## src/rtl/leaf_out_packetizer_if.sv

```systemverilog
// Purpose: bundles the user stream, destination config, credit return and
//          BFT packet output of one leaf output packetizer.
// Ports:   master = kernel/config/downstream side, slave = packetizer.
interface leaf_out_packetizer_if #(
  parameter int PACKET_BITS   = 49,
  parameter int PAYLOAD_BITS  = 32,
  parameter int NUM_LEAF_BITS = 5,
  parameter int NUM_PORT_BITS = 4,
  parameter int NUM_ADDR_BITS = 7
);
  logic [PAYLOAD_BITS-1:0]  din_user;
  logic                     vld_user;
  logic                     ack_user;
  logic                     cfg_wr;
  logic [NUM_LEAF_BITS-1:0] cfg_leaf;
  logic [NUM_PORT_BITS-1:0] cfg_port;
  logic                     freespace_upd;
  logic [PACKET_BITS-1:0]   pkt_out;
  logic                     pkt_rdy;
  logic [NUM_ADDR_BITS:0]   credit_cnt;
  logic                     credit_err;

  modport master (
    output din_user, vld_user, cfg_wr, cfg_leaf, cfg_port, freespace_upd, pkt_rdy,
    input  ack_user, pkt_out, credit_cnt, credit_err
  );

  modport slave (
    input  din_user, vld_user, cfg_wr, cfg_leaf, cfg_port, freespace_upd, pkt_rdy,
    output ack_user, pkt_out, credit_cnt, credit_err
  );
endinterface

```

## src/rtl/leaf_out_packetizer.sv

```systemverilog
// Purpose: wraps 32-bit user words into 49-bit BFT packets {vld,leaf,port,addr,payload}
//          sent to a configured leaf/port at a running BRAM slot address, credit-gated.
// Latency: 1 cycle from user accept to pkt_out when the buffer is empty (bypass path).
// Backpressure: pkt_out holds while pkt_rdy=0; ack_user drops when the 4-entry buffer
//          is full; no packet is loaded while credit_cnt is zero.
// Ports:   clk, reset (sync, active-high); io = leaf_out_packetizer_if.slave
//          (user stream, cfg_wr/leaf/port, freespace_upd, pkt_out/pkt_rdy, credit_cnt/err).
module leaf_out_packetizer #(
  parameter int PACKET_BITS           = 49,
  parameter int PAYLOAD_BITS          = 32,
  parameter int NUM_LEAF_BITS         = 5,
  parameter int NUM_PORT_BITS         = 4,
  parameter int NUM_ADDR_BITS         = 7,
  parameter int FREESPACE_UPDATE_SIZE = 64,
  parameter int FIFO_DEPTH            = 4
) (
  input  logic                 clk,
  input  logic                 reset,
  leaf_out_packetizer_if.slave io
);
  localparam int PTR_BITS = $clog2(FIFO_DEPTH);
  localparam int CNT_BITS = PTR_BITS + 1;
  localparam int CR_BITS  = NUM_ADDR_BITS + 1;
  // One bit of headroom so credit + update can be compared against the cap.
  localparam int SUM_BITS = NUM_ADDR_BITS + 2;
  localparam logic [CR_BITS-1:0]  CREDIT_MAX   = {1'b1, {NUM_ADDR_BITS{1'b0}}};
  localparam logic [SUM_BITS-1:0] CREDIT_MAX_W = {1'b0, CREDIT_MAX};
  localparam logic [SUM_BITS-1:0] UPD_INC      = SUM_BITS'(FREESPACE_UPDATE_SIZE);

  typedef struct packed {
    logic                     vld;
    logic [NUM_LEAF_BITS-1:0] leaf;
    logic [NUM_PORT_BITS-1:0] port;
    logic [NUM_ADDR_BITS-1:0] addr;
    logic [PAYLOAD_BITS-1:0]  payload;
  } pkt_t;

  typedef enum logic {UNCFG, RUN} state_t;

  state_t                   state, state_nxt;
  logic                     cfg_load, ack;
  logic [NUM_LEAF_BITS-1:0] leaf_q;
  logic [NUM_PORT_BITS-1:0] port_q;
  logic [NUM_ADDR_BITS-1:0] addr_q;
  logic [CR_BITS-1:0]       credit_q;
  logic                     credit_err_q;
  pkt_t                     out_q;

  logic [PAYLOAD_BITS-1:0]  mem [FIFO_DEPTH];
  logic [PTR_BITS-1:0]      wr_ptr, rd_ptr;
  logic [CNT_BITS-1:0]      count;
  logic                     fifo_empty, fifo_full;
  logic                     push, load, bypass, wr_en, pop;
  logic [PAYLOAD_BITS-1:0]  head;
  logic [SUM_BITS-1:0]      credit_sum;
  logic                     credit_ovf;

  // Reconfiguring in RUN is only safe once nothing is in flight, otherwise
  // buffered words would leave with the new destination and a reset address.
  always_comb begin
    state_nxt = state;
    cfg_load  = 1'b0;
    ack       = 1'b0;
    case (state)
      UNCFG: begin
        if (io.cfg_wr) begin
          cfg_load  = 1'b1;
          state_nxt = RUN;
        end
      end
      RUN: begin
        ack = !fifo_full;
        if (io.cfg_wr && fifo_empty && !out_q.vld) cfg_load = 1'b1;
      end
      default: state_nxt = UNCFG;
    endcase
  end

  always_ff @(posedge clk) begin
    if (reset) state <= UNCFG;
    else       state <= state_nxt;
  end

  assign fifo_empty = (count == '0);
  assign fifo_full  = (count == CNT_BITS'(FIFO_DEPTH));
  assign push       = io.vld_user && ack;
  // An empty buffer forwards the incoming word straight to the output register.
  assign head       = fifo_empty ? io.din_user : mem[rd_ptr];
  // A reconfiguring cycle never loads, so the new fields and address 0 apply cleanly.
  assign load       = !cfg_load && (!out_q.vld || io.pkt_rdy) &&
                      (!fifo_empty || push) && (credit_q != '0);
  assign bypass     = load && fifo_empty;
  assign wr_en      = push && !bypass;
  assign pop        = load && !fifo_empty;

  always_ff @(posedge clk) begin
    if (wr_en) mem[wr_ptr] <= io.din_user;
  end

  always_ff @(posedge clk) begin
    if (reset) begin
      wr_ptr <= '0;
      rd_ptr <= '0;
      count  <= '0;
    end else begin
      if (wr_en) wr_ptr <= wr_ptr + PTR_BITS'(1);
      if (pop)   rd_ptr <= rd_ptr + PTR_BITS'(1);
      count <= count + CNT_BITS'(wr_en) - CNT_BITS'(pop);
    end
  end

  always_comb begin
    credit_sum = {1'b0, credit_q};
    if (io.freespace_upd) credit_sum = credit_sum + UPD_INC;
    if (load)             credit_sum = credit_sum - SUM_BITS'(1);
    credit_ovf = (credit_sum > CREDIT_MAX_W);
  end

  always_ff @(posedge clk) begin
    if (reset) begin
      leaf_q       <= '0;
      port_q       <= '0;
      addr_q       <= '0;
      credit_q     <= CREDIT_MAX;
      credit_err_q <= 1'b0;
    end else begin
      if (cfg_load) begin
        leaf_q   <= io.cfg_leaf;
        port_q   <= io.cfg_port;
        addr_q   <= '0;
        credit_q <= CREDIT_MAX;
      end else begin
        if (load) addr_q <= addr_q + NUM_ADDR_BITS'(1);
        credit_q <= credit_ovf ? CREDIT_MAX : credit_sum[CR_BITS-1:0];
        if (credit_ovf) credit_err_q <= 1'b1;
      end
    end
  end

  always_ff @(posedge clk) begin
    if (reset) begin
      out_q <= '0;
    end else if (load) begin
      out_q <= '{vld: 1'b1, leaf: leaf_q, port: port_q, addr: addr_q, payload: head};
    end else if (io.pkt_rdy) begin
      out_q <= '0;
    end
  end

  assign io.ack_user   = ack;
  assign io.pkt_out    = out_q;
  assign io.credit_cnt = credit_q;
  assign io.credit_err = credit_err_q;
endmodule

```

## src/flat_wrapper.sv

```systemverilog
// flat-port wrapper written by rule: the top's interface ports become plain ports
module leaf_out_packetizer_flat 
#(
  parameter int PACKET_BITS           = 49,
  parameter int PAYLOAD_BITS          = 32,
  parameter int NUM_LEAF_BITS         = 5,
  parameter int NUM_PORT_BITS         = 4,
  parameter int NUM_ADDR_BITS         = 7,
  parameter int FREESPACE_UPDATE_SIZE = 64,
  parameter int FIFO_DEPTH            = 4
)
  (clk, reset, io_din_user, io_vld_user, io_cfg_wr, io_cfg_leaf, io_cfg_port, io_freespace_upd, io_pkt_rdy, io_ack_user, io_pkt_out, io_credit_cnt, io_credit_err);
  leaf_out_packetizer_if #(.PACKET_BITS(PACKET_BITS), .PAYLOAD_BITS(PAYLOAD_BITS), .NUM_LEAF_BITS(NUM_LEAF_BITS), .NUM_PORT_BITS(NUM_PORT_BITS), .NUM_ADDR_BITS(NUM_ADDR_BITS)) io_i ();
  input  logic clk;
  input  logic reset;
  input wire logic [$bits(io_i.din_user)-1:0] io_din_user;
  input wire logic [$bits(io_i.vld_user)-1:0] io_vld_user;
  input wire logic [$bits(io_i.cfg_wr)-1:0] io_cfg_wr;
  input wire logic [$bits(io_i.cfg_leaf)-1:0] io_cfg_leaf;
  input wire logic [$bits(io_i.cfg_port)-1:0] io_cfg_port;
  input wire logic [$bits(io_i.freespace_upd)-1:0] io_freespace_upd;
  input wire logic [$bits(io_i.pkt_rdy)-1:0] io_pkt_rdy;
  output wire logic [$bits(io_i.ack_user)-1:0] io_ack_user;
  output wire logic [$bits(io_i.pkt_out)-1:0] io_pkt_out;
  output wire logic [$bits(io_i.credit_cnt)-1:0] io_credit_cnt;
  output wire logic [$bits(io_i.credit_err)-1:0] io_credit_err;
  assign io_i.din_user = io_din_user;
  assign io_i.vld_user = io_vld_user;
  assign io_i.cfg_wr = io_cfg_wr;
  assign io_i.cfg_leaf = io_cfg_leaf;
  assign io_i.cfg_port = io_cfg_port;
  assign io_i.freespace_upd = io_freespace_upd;
  assign io_i.pkt_rdy = io_pkt_rdy;
  assign io_ack_user = io_i.ack_user;
  assign io_pkt_out = io_i.pkt_out;
  assign io_credit_cnt = io_i.credit_cnt;
  assign io_credit_err = io_i.credit_err;
  leaf_out_packetizer #(.PACKET_BITS(PACKET_BITS), .PAYLOAD_BITS(PAYLOAD_BITS), .NUM_LEAF_BITS(NUM_LEAF_BITS), .NUM_PORT_BITS(NUM_PORT_BITS), .NUM_ADDR_BITS(NUM_ADDR_BITS), .FREESPACE_UPDATE_SIZE(FREESPACE_UPDATE_SIZE), .FIFO_DEPTH(FIFO_DEPTH)) u_core (.clk(clk), .reset(reset), .io(io_i));
endmodule
```

## config.mk

```make
export PLATFORM = sky130hd
export DESIGN_NAME = leaf_out_packetizer_flat
export DESIGN_NICKNAME = d
export VERILOG_FILES = /design/src/rtl/leaf_out_packetizer_if.sv /design/src/rtl/leaf_out_packetizer.sv /design/src/flat_wrapper.sv
export SDC_FILE = /design/constraint.sdc
export NUM_CORES = 1
export LEC_CHECK = 0
export CAP_MARGIN = 20
export CELL_PAD_IN_SITES_DETAIL_PLACEMENT = 0
export CELL_PAD_IN_SITES_GLOBAL_PLACEMENT = 1
export CORE_MARGIN = 3
export CORE_UTILIZATION = 40
export DETAILED_ROUTE_END_ITERATION = 7
export HOLD_SLACK_MARGIN = 0.15
export PLACE_DENSITY = 0.76
export SYNTH_ARGS = -nofsm -noshare
export SYNTH_HDL_FRONTEND = slang
export SYNTH_SLANG_ARGS = --single-unit
```

## constraint.sdc

```tcl
create_clock -name clk -period 6.8 [get_ports clk]
set_clock_uncertainty 0.1 [all_clocks]
set_input_delay 0.68 -clock clk [delete_from_list [all_inputs] [get_ports clk]]
set_output_delay 0.68 -clock clk [all_outputs]
set_load 0.02 [all_outputs]
```

==> results by group, run 1 <==
Die
  • Row cnt: 52
  • Floorplan Core Area: 0.0206 mm2
  • Die Height: 152 um
  • # IOs: 106
  • Die area: 0.0230 mm2
  • Initial core utilization: 41.3%
  • Die width: 152 um

Finish
  • Most common cell after layout, fill and taps aside: edfxtp_1
  • Nets: 822
  • Most frequent cells in the layout: 128 x edfxtp_1, 112 x nand2_1, 104 x clkdlybuf4s50_1
  • Layout Cells excl Fill: 1050
  • # diodes: 0
  • Fraction of layout cells with a size suffix above 1: 11.0%
  • Synth-to-layout area growth: 23.2%

Setup path
  • WP data required: 7.06 ns
  • CP Max Fanout: 84
  • Crit path kind: reg -> reg
  • Crit end category: flop
  • CP arrival: 4.28 ns
  • CP Launch Type: flop

Drt
  • Post-route DRC violation count: 0
  • DRT antenna net count: 0
  • Routed WL: 18700 um
  • M1 WL: 8180 um
  • DR WL/cell: 17.8 um
  • Vias/cell: 5.32
  • DR vias: 5591
  • First-pass DRT Iterations: 4
  • Met2 wire length: 9130 um
  • Routed length on met3: 1170 um
  • Highest metal used: met4
  • Iteration-0 DRC Markers: 361

Hold path
  • Hold Path Class: reg -> reg

Yosys
  • Yosys cell types: 46
  • Synth Register Bits: 212
  • Post-Syn Area: 0.00849 mm2
  • Syn Inst Count: 673
  • Yosys synthesis warning count: 0
  • Syn_nets: 732
  • Avg Cell Area, Syn: 12.6 um2
  • Post-synthesis sequential area ratio: 65.1%

Clock network
  • Post-CTS setup buffer count: 0
  • Num CTS Buffers: 23
  • TritonCTS clock tree: built
  • Root buffer cell: clkbuf_16
  • Cts repair resizes: 0
  • Clock sinks: 212
  • Clock transition at path regs: 0.06 ns
  • Max clock buf depth: 3
  • CTS Hold Bufs: 0
  • Worst skew pair latency: 0.50 ns
  • Max H-tree Level: 1

Pwr
  • Maximum vdd drop: 211 uV
  • Leak: 0.00351 uW
  • Pwr Density: 375 mW/mm2

Run
  • # Max-Cap Violations: 0

Placed design
  • Routability Congestion: 0.815
  • DP HPWL: 11700 um
  • Cell Count Post-Placement: 1008
  • I/O Buffers: 105

Global route
  • Largest net degree at the start of global routing: 85
  • First-pass GRT wire length: 29700 um
  • Global-route usage over all layers: 16.2%
  • Vias in the first global route: 5535
  • Total gr overflow: 0
  • Initial antenna violation count: 0

Outcome
  • Status: complete, no violations

STA
  • Final Critical Period: 4.02 ns
  • Actual slew at the worst max-slew pin: 0.950 ns
  • Slew headroom: 36.7%
  • Highest Clock Rate: 249 MHz
  • RSZ-0062 raised after global routing: no
  • Hold Fails Final Rpt: 0
  • Final slew viol count: 0
  • Post-route setup TNS: 0 ns
  • Final setup violation count: 0
  • Period utilization: 59.1%
## cells in the mapped netlist (all sizes together)
cell type	n	share of area (%)
edfxtp	128	45
nand2	113	5.0
dfxtp	84	20
a21oi	61	3.8
nor2	61	2.7
a31oi	32	2.4
mux4	32	8.5
clkbuf	30	1.3
nand3	22	1.3
buf	15	0.88
ha	11	1.6
inv	11	0.49
xnor2	10	1.0
xor2	8	0.83
and2	7	0.52
mux2i	5	0.59
nor3	5	0.35
nor4	5	0.37
a211oi	3	0.32
nor2b	3	0.22
nor3b	3	0.27
or3	3	0.22
nand4	2	0.22
o21a	2	0.18
o21ai	2	0.12
o31ai	2	0.18
a2111oi	1	0.18
a21boi	1	0.088
a221oi	1	0.10
a311oi	1	0.10
a31o	1	0.10
and3	1	0.074
fa	1	0.24
mux2	1	0.13
nand3b	1	0.088
nor4bb	1	0.12
o221a	1	0.13
o41ai	1	0.19
or2	1	0.074
## metal layers
metal  vias up  track usage, %
met2       140            27.2
met3        24            3.18
met5         -               0
li1       2624               -
met4         0            3.59
met1      2803            22.1
## worst max-delay path, stage by stage (launching register included)
cell and delay, ns:
dfxtp_1 0.46, inv_1 0.11, ha_1 0.22, nor4bb_1 0.14, a211oi_2 0.57, nand2_4 0.61, nor2_1 0.37, ha_1 0.27
inv_1 0.05, ha_1 0.14, inv_1 0.05, fa_1 0.40, xor2_1 0.18, xnor2_1 0.14, nor2_1 0.05
## final cells by class
cell class,instances,area [um2]
clock buffer,32,639
clock inverter,10,78.8
fill,1795,10100
inverter,11,41.3
multi-input combinational,405,2760
sequential,212,5530
tap,270,338
timing repair buffer,110,1080
## cells by family (layout without fill, tap and decap cells)
logic type	after synthesis	count (layout)	synth area share [%]
adder cells (fa/ha/maj)	12	12	1.86
AO/OA/AOI/OAI	109	109	7.82
XOR/XNOR	18	18	1.86
multiplexers	38	38	9.21
buffers and inverters	56	163	2.70
AND/OR/NAND/NOR	228	228	11.5
flip-flops	212	212	65.1
## stage by stage
stage                     hold slack [ns]  setup slack, ns  cell area (um2)  util (%)  total power, uW
after floorplan                     0.332             3.57             8490         -             2400
after global placement              0.346             2.54             9750      47.4             2750
after detailed placement            0.355             2.47             9750      47.4             2780
after CTS                           0.363             2.77            10500      50.9             3960
after global routing                0.379             2.39            10500      50.9             4140
final                               0.360             2.78            10500      50.9             3930
## sequential cells by signal (all words and copies together) (netlist names), named ones only
name / flops
u_core.io.credit_cnt: 8
u_core.io.credit_err: 1
u_core.port_q: 4
u_core.wr_ptr: 2
u_core.addr_q: 7
u_core.leaf_q: 5
u_core.count: 3
u_core.rd_ptr: 2
u_core.io.pkt_out: 49
u_core.state: 1
u_core.mem: 128
## report_power, final
part	switching [uW]	internal [uW]	total, uW	leakage, uW
clock	484	694	1180	0.000343
sequential	104	1480	1580	0.00184
combinational	700	463	1160	0.00132
## path summary, 6_finish.rpt
path	startpoint	to	slack [ns]	depth (start not counted)
worst min-delay path	u_core.port_q[2]	u_core.port_q[2]	0.36	2
worst max register to register	u_core.io.credit_cnt[0]	u_core.count[2]	2.78	14
worst max-delay path	u_core.io.credit_cnt[0]	u_core.count[2]	2.78	14
worst min register to register	u_core.port_q[2]	u_core.port_q[2]	0.36	2
Note: power is estimated with default switching activity, not from simulation.
==> run 2, diff against run 1 <==
- clock period: 6.8 -> 3.7 ns (I/O delays scaled with it)
==> run 2 against run 1 <==
Effect of this change: via count grew 0.18%; sequential share of layout area shrank 0.56 points; sequential power grew 84%; sequential cell count is the same; core utilization grew 0.54 points; final area grew 1.1%; count of clock-buffer cells in the layout shrank 6; cell count grew 0.76%; global-route usage grew 0.40 points; first-iteration DRC count shrank 12%; highest routed layer unchanged.
==> results by group, run 2 (same netlist as run 1, synthesis figures left out) <==
Die
  • Die width: 152 um (unchanged)
  • # IOs: 106 (unchanged)
  • Floorplan Core Area: 0.0206 mm2 (unchanged)
  • Die Height: 152 um (unchanged)
  • Die area: 0.0230 mm2 (unchanged)
  • Row cnt: 52 (unchanged)
  • Initial core utilization: 41.3% (unchanged)

Global route
  • Global-route usage over all layers: 16.6% (+0.40 points)
  • Top Usage Layer GRT: met2
  • Met1 Usage GRT: 22.7% (+0.66 points)
  • Largest net degree at the start of global routing: 84 (-1.2%)
  • Vias in the first global route: 5732 (+3.6%)
  • Initial antenna violation count: 0 (unchanged)
  • Total gr overflow: 0 (unchanged)
  • Met3 usage: 2.68% (-0.51 points)
  • Routing usage on met2: 27.9% (+0.76 points)
  • First-pass GRT wire length: 30400 um (+2.4%)

Drt
  • Vias/cell: 5.29 (-0.58%)
  • Routed WL: 19000 um (+1.5%)
  • First-pass DRT Iterations: 5 (+1)
  • DRT antenna net count: 0 (unchanged)
  • DR vias: 5601 (+0.18%)
  • Post-route DRC violation count: 0 (unchanged)
  • DR WL/cell: 18.0 um (+0.75%)
  • Iteration-0 DRC Markers: 319 (-12%)

Finish
  • # diodes: 0 (unchanged)
  • Fraction of layout cells with a size suffix above 1: 12.1% (+1.0 points)
  • Fillers: 1807 (+0.67%)
  • Most frequent cells in the layout: 128 x edfxtp_1, 112 x nand2_1, 104 x clkdlybuf4s50_1
  • Final core area utilization: 51.4% (+0.54 points)
  • Max FFs per register: 128 (unchanged)
  • Synth-to-layout area growth: 24.5%
  • Most common cell after layout, fill and taps aside: edfxtp_1
  • Top reg by flops: u_core.mem
  • Nets: 831 (+1.1%)

Run
  • # Max-Cap Violations: 0 (unchanged)

Pwr
  • Clock Power Share: 29.8% (-0.2 points)
  • Pwr Density: 686 mW/mm2 (+83%)
  • Sw frac: 32.7% (-0.12 points)
  • Pint: 4880 uW (+85%)
  • Reg power frac: 40.2% (-0.2 points)
  • Combinational Power Share: 30.1% (+0.5 points)
  • Maximum vdd drop: 389 uV (+84%)
  • NetSw: 2370 uW (+84%)
  • Leak: 0.00356 uW (+1.6%)

Setup path
  • Worst path bufs/invs: 3 (unchanged)
  • CP Launch Type: flop
  • CP Max Fanout: 7 (-92%)
  • Crit path kind: reg -> reg
  • Crit-path cells: inv_1, ha_1, nor4bb_1, a211oi_2, nand2_4, nor2_1, ha_1, inv_1, ha_1, inv_1, fa_1, xor2_1, xnor2_1, nor2_1
  • CP top delay family: adder cells
  • CP arrival: 3.50 ns (-0.78 ns)
  • WP data required: 3.95 ns (-3.11 ns)
  • Crit end category: flop
  • CP peak stage delay: 0.56 ns (-0.05 ns)
  • Slowest cell on the critical path: a211oi_2

STA
  • Final Critical Period: 3.25 ns (-0.768 ns)
  • Highest Clock Rate: 308 MHz (+24%)
  • Slew headroom: 34.2% (-2.5 points)
  • Hold Fails Final Rpt: 0 (unchanged)
  • Period utilization: 87.8% (+29 points)
  • Final setup violation count: 0 (unchanged)
  • RSZ-0062 raised after global routing: no
  • Post-route setup TNS: 0 ns (unchanged)
  • Actual slew at the worst max-slew pin: 0.986 ns (+0.0362 ns)
  • Final slew viol count: 0 (unchanged)

Placed design
  • Routability Congestion: 0.797 (-2.3%)
  • I/O Buffers: 105 (unchanged)
  • DP HPWL: 12000 um (+2.6%)

Hold path
  • Hold Path Class: in -> reg

Clock network
  • Root buffer cell: clkbuf_16
  • TritonCTS clock tree: built
  • Worst skew pair latency: 0.49 ns (about the same)
  • Clock sinks: 212 (unchanged)
  • Max H-tree Level: 1 (unchanged)
  • Num CTS Buffers: 23 (unchanged)
  • Clock transition at path regs: 0.06 ns (about the same)
  • Max clock buf depth: 3 (unchanged)
  • Post-CTS setup buffer count: 0 (unchanged)

Outcome
  • Status: complete, no violations
run 2: repair_timing:
action,4_1_cts,5_1_grt
hold buffers,1,0
gates resized for setup,0,0
setup endpoints to repair,0,0
hold endpoints to repair,1,0
run 2: cell type report:
cell class	count	area, um2	area share, %
Clock buffer	26	587	5.55
Timing Repair Buffer	119	1200	11.4
Sequential cell	212	5530	52.3
Multi-Input combinational cell	405	2760	26.1
Inverter	11	41.3	0.390
Clock inverter	15	123	1.16
Tap cell	270	338	3.19
run 2: worst paths after layout:
| check | cells past startpoint | end | slack, ns | startpoint |
|---|---|---|---|---|
| min | 3 | u_core.port_q[0] | 0.33 | io_cfg_port[0] |
| min reg2reg | 2 | u_core.io.pkt_out[41] | 0.35 | u_core.port_q[2] |
| max | 14 | u_core.count[2] | 0.45 | u_core.io.credit_cnt[6] |
| max reg2reg | 14 | u_core.count[2] | 0.45 | u_core.io.credit_cnt[6] |
run 2: worst reg2reg max path, cell delays in order, from the launching register on:
cell	delay (ns)
dfxtp_1	0.46
inv_1	0.10
ha_1	0.22
nor4bb_1	0.15
a211oi_2	0.56
nand2_4	0.08
nor2_1	0.18
ha_1	0.26
inv_1	0.06
ha_1	0.13
inv_1	0.05
fa_1	0.41
xor2_1	0.16
xnor2_1	0.14
nor2_1	0.05
run 2: power groups by stage:
stage / logic, uW / clock network (uW) / registers, uW
CTS: 2220 / 2210 / 2920
finish: 2180 / 2160 / 2910
floorplan: 1390 / 0 / 3020
global route: 2430 / 2310 / 2950
global placement: 2160 / 0 / 2950
detailed placement: 2210 / 0 / 2960
run 2: routing by layer:
metal / vias up / wire length [um] / part of all wire [%]
li1: 2636 / - / -
met1: 2796 / 8220 / 43
met2: 141 / 9400 / 49
met3: 28 / 1040 / 5.4
met4: 0 / 367 / 1.9
met5: - / 0 / 0
run 2: through the flow:
stage | worst slack [ns] | total power [uW] | instances | hold WS, ns | cell area (um2)
2_1_floorplan | 0.467 | 4410 | 673 | 0.332 | 8490
3_3_place_gp | 0.503 | 5110 | 1016 | 0.338 | 9860
3_5_place_dp | 0.412 | 5170 | 1016 | 0.347 | 9860
4_1_cts | 0.401 | 7350 | 1058 | 0.314 | 10600
5_1_grt | 0.118 | 7690 | 1058 | 0.347 | 10600
6_report | 0.451 | 7250 | 1058 | 0.331 | 10600
==> run 3, diff against run 2 <==
- CORE_UTILIZATION: 40 -> 45
- PLACE_DENSITY: 0.76 -> 0.84
==> run 3 against run 2 <==
Effect of this change: global-route usage grew 1.5 points; worst setup slack lost 0.11 ns; sequential power is essentially flat; sequential share of layout area grew 0.42 points; first-iteration DRC count grew 6.3%; critical endpoint unchanged; largest cell class unchanged.
==> results by group, run 3 (same netlist as run 1, synthesis figures left out) <==
Outcome
  • Status: complete, no violations

Clock network
  • Num CTS Buffers: 22 (-4.3%)
  • Post-CTS setup buffer count: 0 (unchanged)
  • Max clock buf depth: 3 (unchanged)
  • Clock sinks: 212 (unchanged)
  • Worst skew pair latency: 0.50 ns (about the same)
  • CTS Hold Bufs: 0 (-1)
  • Root buffer cell: clkbuf_16
  • Cts repair resizes: 0 (unchanged)
  • Clock transition at path regs: 0.06 ns (about the same)
  • Max H-tree Level: 1 (unchanged)
  • TritonCTS clock tree: built

Global route
  • Vias in the first global route: 5717 (-0.26%)
  • Global-route usage over all layers: 18.1% (+1.5 points)
  • First-pass GRT wire length: 29600 um (-2.4%)
  • Total gr overflow: 0 (unchanged)
  • Largest net degree at the start of global routing: 84 (unchanged)
  • Initial antenna violation count: 0 (unchanged)

Setup path
  • Crit path kind: reg -> reg
  • FF-to-FF setup slack: 0.34 ns (-0.11 ns)
  • CP Launch Type: flop
  • Slowest cell on the critical path: a211oi_2
  • Worst path bufs/invs: 3 (unchanged)
  • CP Max Fanout: 7 (unchanged)
  • Crit end category: flop
  • WP data required: 3.95 ns (about the same)
  • Worst r2r src: u_core.io.credit_cnt[6]
  • Reg2Reg Depth: 14 (unchanged)
  • Crit-path cells: inv_1, ha_1, nor4bb_1, a211oi_2, nand2_4, nor2_1, ha_1, inv_1, ha_1, inv_1, fa_1, xor2_1, xnor2_1, nor2_1
  • CP arrival: 3.61 ns (+0.11 ns)
  • RR Endpoint: u_core.count[2]
  • CP top delay family: adder cells
  • CP peak stage delay: 0.57 ns (about the same)

Hold path
  • Worst Hold Depth: 5 (+2)
  • Worst Hold End: u_core.io.credit_cnt[7]
  • Hold Startpoint: reset
  • Hold Path Class: in -> reg

Pwr
  • Pwr Density: 682 mW/mm2 (-0.59%)
  • Maximum vdd drop: 407 uV (+4.7%)
  • Leak: 0.00355 uW (-0.51%)

Run
  • # Max-Cap Violations: 0 (unchanged)

Drt
  • Routed WL: 18600 um (-2.2%)
  • Iteration-0 DRC Markers: 339 (+6.3%)
  • DRT antenna net count: 0 (unchanged)
  • Vias/cell: 5.49 (+3.8%)
  • DR vias: 5575 (-0.46%)
  • First-pass DRT Iterations: 4 (-1)
  • Post-route DRC violation count: 0 (unchanged)
  • DR WL/cell: 18.3 um (+2.0%)

Finish
  • Synth-to-layout area growth: 23.5%
  • Top reg by flops: u_core.mem
  • Max FFs per register: 128 (unchanged)
  • Nets: 829 (-0.24%)
  • Most frequent cells in the layout: 128 x edfxtp_1, 112 x nand2_1, 104 x clkdlybuf4s50_1
  • Post-route cell area: 0.0105 mm2 (-0.79%)
  • # diodes: 0 (unchanged)
  • Most common cell after layout, fill and taps aside: edfxtp_1
  • Fraction of layout cells with a size suffix above 1: 12.3% (+0.29 points)
  • Layout Cells excl Fill: 1015 (-4.1%)

Placed design
  • Routability Congestion: 0.849 (+6.6%)
  • Placed cell areas: 0.00981 mm2 (-0.52%)
  • Cell Count Post-Placement: 975 (-4.0%)
  • I/O Buffers: 105 (unchanged)
  • DP HPWL: 11600 um (-3.2%)

STA
  • Fin Hold WS: 0.177 ns (-0.153 ns)
  • Actual slew at the worst max-slew pin: 0.950 ns (-0.0356 ns)
  • Post-route setup TNS: 0 ns (unchanged)
  • Final slew viol count: 0 (unchanged)
  • Final setup violation count: 0 (unchanged)
  • RSZ-0062 raised after global routing: no
  • Hold Fails Final Rpt: 0 (unchanged)
  • Highest Clock Rate: 298 MHz (-3.2%)
  • Slew headroom: 36.5% (+2.4 points)
  • Period utilization: 90.7% (+2.9 points)
  • Final Critical Period: 3.36 ns (+0.107 ns)

Die
  • Die Height: 143 um (-5.5%)
  • Die area: 0.0206 mm2 (-11%)
  • # IOs: 106 (unchanged)
  • Row cnt: 49 (-5.8%)
  • Initial core utilization: 46.5% (+5.2 points)
  • Die width: 143 um (-5.5%)
  • Floorplan Core Area: 0.0183 mm2 (-11%)
-- run 3: layout make-up --
cell class,instances,area [um2]
sequential,212,5530
fill,1439,7780
tap,229,287
timing repair buffer,118,1190
inverter,11,41.3
clock inverter,9,62.6
clock buffer,31,624
multi-input combinational,405,2760
-- run 3: metrics by stage --
| step | setup slack, ns | total power (uW) | util [%] |
|---|---|---|---|
| final | 0.343 | 7150 | 57.4 |
| after global routing | 0.146 | 7560 | 57.4 |
| after CTS | 0.331 | 7210 | 57.4 |
| after detailed placement | 0.329 | 5140 | 53.7 |
| after global placement | 0.495 | 5090 | 53.7 |
| after floorplan | 0.467 | 4410 | - |
-- run 3: how the worst max path moves through the flow --
stage,start,to,slack (ns),depth (start not counted)
6_report,u_core.io.credit_cnt[6],u_core.count[2],0.34,14
5_1_grt,u_core.io.credit_cnt[6],u_core.count[2],0.15,14
4_1_cts,u_core.io.credit_cnt[6],u_core.count[2],0.33,14
3_5_place_dp,io_pkt_rdy,u_core.count[2],0.33,13
3_3_place_gp,io_pkt_rdy,u_core.count[2],0.50,13
2_1_floorplan,u_core.io.credit_cnt[6],u_core.count[2],0.47,15
-- run 3: layer usage --
| layer | vias to the layer above | share of wire (%) | global-route usage, % |
|---|---|---|---|
| met5 | - | 0 | 0 |
| met4 | 0 | 1.1 | 4.21 |
| met3 | 23 | 6.3 | 3.59 |
| met2 | 158 | 51 | 31.1 |
| met1 | 2751 | 42 | 23.9 |
| li1 | 2643 | - | - |
-- run 3: worst register-to-register path, stage by stage, from the launching register on --
cell,delay [ns]
dfxtp_1,0.47
inv_1,0.11
ha_1,0.23
nor4bb_1,0.15
a211oi_2,0.57
nand2_4,0.08
nor2_1,0.17
ha_1,0.26
inv_1,0.06
ha_1,0.14
inv_1,0.05
fa_1,0.42
xor2_1,0.20
xnor2_1,0.15
nor2_1,0.06
-- run 3: power by group --
group / switching (uW) / leakage [uW] / internal [uW]
clock: 872 / 0.000330 / 1180
combinational: 1300 / 0.00137 / 887
sequential: 188 / 0.00184 / 2720
